## config.mk

```make
export PLATFORM = sky130hd
export DESIGN_NAME = cyclic_scan_driver
export DESIGN_NICKNAME = d
export VERILOG_FILES = /design/src/rtl/cyclic_scan_driver.sv
export SDC_FILE = /design/constraint.sdc
export NUM_CORES = 1
export LEC_CHECK = 0
export ABC_AREA = 1
export CAP_MARGIN = 20
export CORE_MARGIN = 2
export CORE_UTILIZATION = 59
export DETAILED_ROUTE_END_ITERATION = 12
export GPL_TIMING_DRIVEN = 0
export HOLD_SLACK_MARGIN = 0.05
export PLACE_DENSITY_LB_ADDON = 0.15
export SYNTH_ARGS = -nofsm -noshare
export SYNTH_HDL_FRONTEND = slang
export SYNTH_SLANG_ARGS = --single-unit
```

## constraint.sdc

```tcl
create_clock -name clk -period 3.55 [get_ports clk]
set_clock_uncertainty 0.05 [all_clocks]
set_input_delay 0.71 -clock clk [delete_from_list [all_inputs] [get_ports clk]]
set_output_delay 0.71 -clock clk [all_outputs]
set_load 0.005 [all_outputs]
```

## src/rtl/cyclic_scan_driver.sv

```systemverilog
// cyclic_scan_driver: walks a single active-low lit channel across the masked set,
// in ring or bounce order, holding each channel for i_dwell+1 cycles.
`default_nettype none

module cyclic_scan_driver #(
   parameter int N_CH    = 4,
   parameter int DWELL_W = 24
) (
   input  logic                     clk,
   input  logic                     rst,
   input  logic                     i_en,
   input  logic [DWELL_W-1:0]       i_dwell,
   input  logic                     i_mode,
   input  logic                     i_dir,
   input  logic [N_CH-1:0]          i_mask,
   output logic [N_CH-1:0]          o_sensor_LED,
   output logic [$clog2(N_CH)-1:0]  o_idx,
   output logic                     o_step,
   output logic                     o_frame
);

   localparam int IW = $clog2(N_CH);

   localparam logic [0:0] ST_IDLE = 1'b0;
   localparam logic [0:0] ST_RUN  = 1'b1;

   logic [0:0]         state_q;
   logic [0:0]         state_d;
   logic [IW-1:0]      idx_q;
   logic [DWELL_W-1:0] cnt_q;
   logic               bdir_q;
   logic               sdir_q;
   logic               mode_q;
   logic               step_q;
   logic               frame_q;

   logic               scan_ok;
   logic               expire;
   logic               enter_bounce;
   logic               dir_b;
   logic               sdir_n;

   logic               up_ok;
   logic               dn_ok;
   logic [IW-1:0]      up_idx;
   logic [IW-1:0]      dn_idx;
   logic [IW-1:0]      lo_idx;
   logic [IW-1:0]      hi_idx;

   logic [IW-1:0]      nxt_idx;
   logic               nxt_bdir;
   logic               nxt_frame;

   assign scan_ok      = i_en && (|i_mask);
   assign expire       = (cnt_q >= i_dwell);
   assign enter_bounce = i_mode && !mode_q;
   assign dir_b        = enter_bounce ? i_dir : bdir_q;
   assign sdir_n       = enter_bounce ? i_dir : sdir_q;

   // Nearest included neighbours of the lit channel plus the two endpoints of the set.
   always_comb begin
      up_ok  = 1'b0;
      dn_ok  = 1'b0;
      up_idx = '0;
      dn_idx = '0;
      lo_idx = '0;
      hi_idx = '0;
      for (int k = N_CH - 1; k >= 0; k--) begin
         if (i_mask[k]) begin
            lo_idx = IW'(k);
            if (k > int'(idx_q)) begin
               up_ok  = 1'b1;
               up_idx = IW'(k);
            end
         end
      end
      for (int k = 0; k < N_CH; k++) begin
         if (i_mask[k]) begin
            hi_idx = IW'(k);
            if (k < int'(idx_q)) begin
               dn_ok  = 1'b1;
               dn_idx = IW'(k);
            end
         end
      end
   end

   always_comb begin
      nxt_idx   = idx_q;
      nxt_bdir  = bdir_q;
      nxt_frame = 1'b0;
      if (!i_mode) begin
         if (!i_dir) begin
            nxt_idx   = up_ok ? up_idx : lo_idx;
            nxt_frame = !up_ok;
         end else begin
            nxt_idx   = dn_ok ? dn_idx : hi_idx;
            nxt_frame = !dn_ok;
         end
      end else begin
         nxt_bdir = dir_b;
         if (!dir_b) begin
            if (up_ok) begin
               nxt_idx = up_idx;
            end else if (dn_ok) begin
               nxt_idx  = dn_idx;
               nxt_bdir = 1'b1;
            end
         end else begin
            if (dn_ok) begin
               nxt_idx = dn_idx;
            end else if (up_ok) begin
               nxt_idx  = up_idx;
               nxt_bdir = 1'b0;
            end
         end
         // A lone included channel stays put and counts as its own start endpoint.
         nxt_frame = sdir_n ? (nxt_idx == hi_idx) : (nxt_idx == lo_idx);
      end
   end

   always_ff @(posedge clk) begin
      if (rst) begin
         state_q <= ST_IDLE;
      end else begin
         state_q <= state_d;
      end
   end

   always_comb begin
      state_d = state_q;
      case (state_q)
         ST_IDLE: if (scan_ok)  state_d = ST_RUN;
         ST_RUN:  if (!scan_ok) state_d = ST_IDLE;
         default: state_d = ST_IDLE;
      endcase
   end

   always_ff @(posedge clk) begin
      if (rst) begin
         idx_q   <= '0;
         cnt_q   <= '0;
         bdir_q  <= 1'b0;
         sdir_q  <= 1'b0;
         mode_q  <= 1'b0;
         step_q  <= 1'b0;
         frame_q <= 1'b0;
      end else begin
         step_q  <= 1'b0;
         frame_q <= 1'b0;
         if (state_q == ST_IDLE) begin
            cnt_q <= '0;
            if (scan_ok) begin
               idx_q  <= i_dir ? hi_idx : lo_idx;
               bdir_q <= i_dir;
               sdir_q <= i_dir;
               mode_q <= i_mode;
               step_q <= 1'b1;
            end else begin
               idx_q <= '0;
            end
         end else if (!scan_ok) begin
            cnt_q <= '0;
            idx_q <= '0;
         end else if (expire) begin
            cnt_q   <= '0;
            idx_q   <= nxt_idx;
            mode_q  <= i_mode;
            step_q  <= 1'b1;
            frame_q <= nxt_frame;
            if (i_mode) begin
               bdir_q <= nxt_bdir;
               sdir_q <= sdir_n;
            end
         end else begin
            cnt_q <= cnt_q + 1'b1;
         end
      end
   end

   always_comb begin
      o_sensor_LED = '1;
      o_idx        = '0;
      if (state_q == ST_RUN) begin
         o_sensor_LED = ~(N_CH'(1) << idx_q);
         o_idx        = idx_q;
      end
      o_step  = step_q;
      o_frame = frame_q;
   end

endmodule

`default_nettype wire

```

==> flow_summary.ini <==
[cts]
clockRootBuffer = clkbuf_8
cts_tree = done
clock-sinks = 32
htree_levels = 2
cts.path.max_buffers = 2
clk_pin_slew_ns = 0.07
cts-resized-gates = 0
post_cts_buffers = 0
hold_buffers = 0
clkLatencyLatePin_ns = 0.29
numCtsBuffers = 5

[routing]
wl_per_cell_um = 11.83
drc = 0
vias = 2629
routed_via_density = 5.175
drtPass1Iterations = 4
routed_wl_um = 6010
drt_iter0_drc = 80
ant_nets = 0

[logic_synthesis]
async_flop_share_pct = 0
synth-seq-area-share_pct = 23.87
yosysUniqueCellTypes = 36
syn-num-nets = 466
syn-cell-area_um2 = 2684
synthFlopType = dfxtp_1
ys_seq_elements = 32
yosys_warnings = 0
synthCells = 408
syn_area_per_cell_um2 = 6.578
synth_edf_count = 0

[grt]
grt_max_degree = 11
grt_pass1_vias = 2465
grt_use_total_pct = 24.93
grt_pass1_wl_um = 10210
globalRouteMet3Util_pct = 5.907
antenna_found_initial = 0
use_met2_pct = 46.19
top_usage_layer = met2
global_route.usage.met1_pct = 28.27
overflow = 0

[final_layout]
final_util_pct = 75.23
final_cells = 508
drive_gt1_share_pct = 13.82
syn_to_final_growth_pct = 22.05
mostFrequentLayoutCell = nand2_1
antenna_cells = 0
fin_nets = 513
fillers = 360
mostFrequentLayoutCells = nand2_1 (103), inv_1 (66), nor2_1 (47)

[setup_path]
crit_buf_inv = 3
r2r_cells = 13
crit_cells = 12
criticalPathCategory = in -> reg
crit_path_end_kind = register
timing.rr.start = cnt_q[17]
crit_fanout = 10
crit_family = simple AND/OR/NAND/NOR gates
crit_chain = clkdlybuf4s50_1 > inv_1 > ha_1 > a21o_1 > nor2_1 > nand2_1 > nand2_2 > nand4_4 > nor2_4 > nand2_4 > buf_6 > nor3b_2
crit_required_ns = 3.72
crit_start = i_dwell[15]
critPathSlowestCell = clkdlybuf4s50_1
critical_path_arrival_ns = 2.70
crit_end = cnt_q[23]
start_kind = primary input
slowest_delay_ns = 0.45
reg2reg_to = cnt_q[23]
r2r_setup_slack_ns = 1.49

[power_and_ir_drop]
power.total_w = 0.0009307
p_leak_nw = 1.584
p_per_area_nw_per_um2 = 284.1
ir_drop_mv = 0.2408

[sta]
max_slew_margin_pct = 67.56
setup_violations = 0
max_freq_ghz = 0.3951
worst_pin_slew_ns = 0.4865
fin_crit_ns = 2.531
fin_ws_ns = 1.019
slew_violations = 0
hold_viol_final = 0
tns_ns = 0
min_period_over_period_pct = 71.29
grt_setup_unrepaired = false

[worst_hold_path]
hold_path.class = reg -> reg

[placement]
pre_cts_ws_ns = 0.6980
port_buffers = 40
dp_cells = 500
post-dp-hpwl_um = 4778
gp_congestion = 0.8621

[floorplan]
ios = 41
core_um2 = 4354
dieArea_um2 = 5104
initial_core_util_pct = 61.64
die_height_um = 71.45
rows = 24
die_w_um = 71.45

[job]
maxCapViolations = 0

[outcome]
status = completed
final cells by class:
| type | instances | area, um^2 | share of cell area (%) |
|---|---|---|---|
| inverter | 79 | 296.5 | 9.053 |
| multi-input combinational | 294 | 1720 | 52.52 |
| buffer | 3 | 26.28 | 0.8021 |
| tap | 52 | 65.06 | 1.986 |
| sequential | 32 | 640.6 | 19.56 |
| clock buffer | 7 | 96.34 | 2.941 |
| timing repair buffer | 40 | 400.4 | 12.22 |
| clock inverter | 1 | 30.03 | 0.9167 |
worst min path at each step:
stage / from / end / cells past startpoint
2_1_floorplan: cnt_q[0] / cnt_q[0] / 1
3_3_place_gp: cnt_q[0] / cnt_q[0] / 1
3_5_place_dp: cnt_q[0] / cnt_q[0] / 1
4_1_cts: cnt_q[0] / cnt_q[0] / 1
5_1_grt: cnt_q[0] / cnt_q[0] / 1
6_report: cnt_q[0] / cnt_q[0] / 1
synthesized netlist by cell type, types with 2 or more instances:
cell | number | share of area, %
nor3b_2 | 5 | 2.3
xor2_1 | 6 | 2.0
xnor2_1 | 2 | 0.65
inv_1 | 66 | 9.2
nor2_1 | 47 | 6.6
o21ai_2 | 3 | 0.98
nand4_1 | 4 | 0.93
nand3_1 | 12 | 2.2
nand3_2 | 5 | 1.9
nand2_2 | 7 | 1.6
nor3b_1 | 2 | 0.56
nor3_2 | 6 | 2.2
inv_2 | 10 | 1.4
nand4_2 | 2 | 0.93
nor3_1 | 8 | 1.5
a21oi_1 | 22 | 4.1
clkinv_1 | 3 | 0.42
dfxtp_1 | 32 | 24
o21ai_0 | 10 | 1.9
a21o_1 | 2 | 0.56
nor2_2 | 6 | 1.4
o21ai_1 | 4 | 0.75
nor2_4 | 3 | 1.3
or2_2 | 2 | 0.47
nand2_1 | 103 | 14
buf_6 | 2 | 0.84
ha_1 | 25 | 12
per-stage QoR:
stage	instance area, um^2	hold slack (ns)
after floorplan	2684	0.3799
after global placement	3149	0.3987
after detailed placement	3149	0.4009
after CTS	3276	0.4178
after global routing	3276	0.4273
final	3276	0.4192
cell families after synthesis:
group                    after synthesis  share of synthesized area, %
flip-flops                            32                         23.87
adder cells (fa/ha/maj)               25                         11.66
buffers and inverters                 82                         12.03
AND/OR/NAND/NOR                      219                         41.26
XOR/XNOR                               8                         2.611
AO/OA/AOI/OAI                         42                         8.578
power breakdown:
part	internal, W	switching, W	total [W]
Clock	0.000248	0.000147	0.000394
Sequential	0.000365	0.00000530	0.000370
Combinational	0.0000768	0.0000894	0.000166
flip-flops by register name (all words and copies together) (netlist names):
name / flops
bdir_q: 1
mode_q: 1
cnt_q: 24
idx_q: 2
sdir_q: 1
o_frame: 1
o_step: 1
state_q: 1
layer usage:
| layer | wire length, um | up-vias | share of wire, % |
|---|---|---|---|
| met1 | 2613 | 1190 | 43 |
| li1 | - | 1377 | - |
| met5 | 0 | - | 0 |
| met2 | 3060 | 51 | 51 |
| met3 | 256 | 11 | 4.3 |
| met4 | 79 | 0 | 1.3 |
Note: power is estimated with default switching activity, not from simulation.
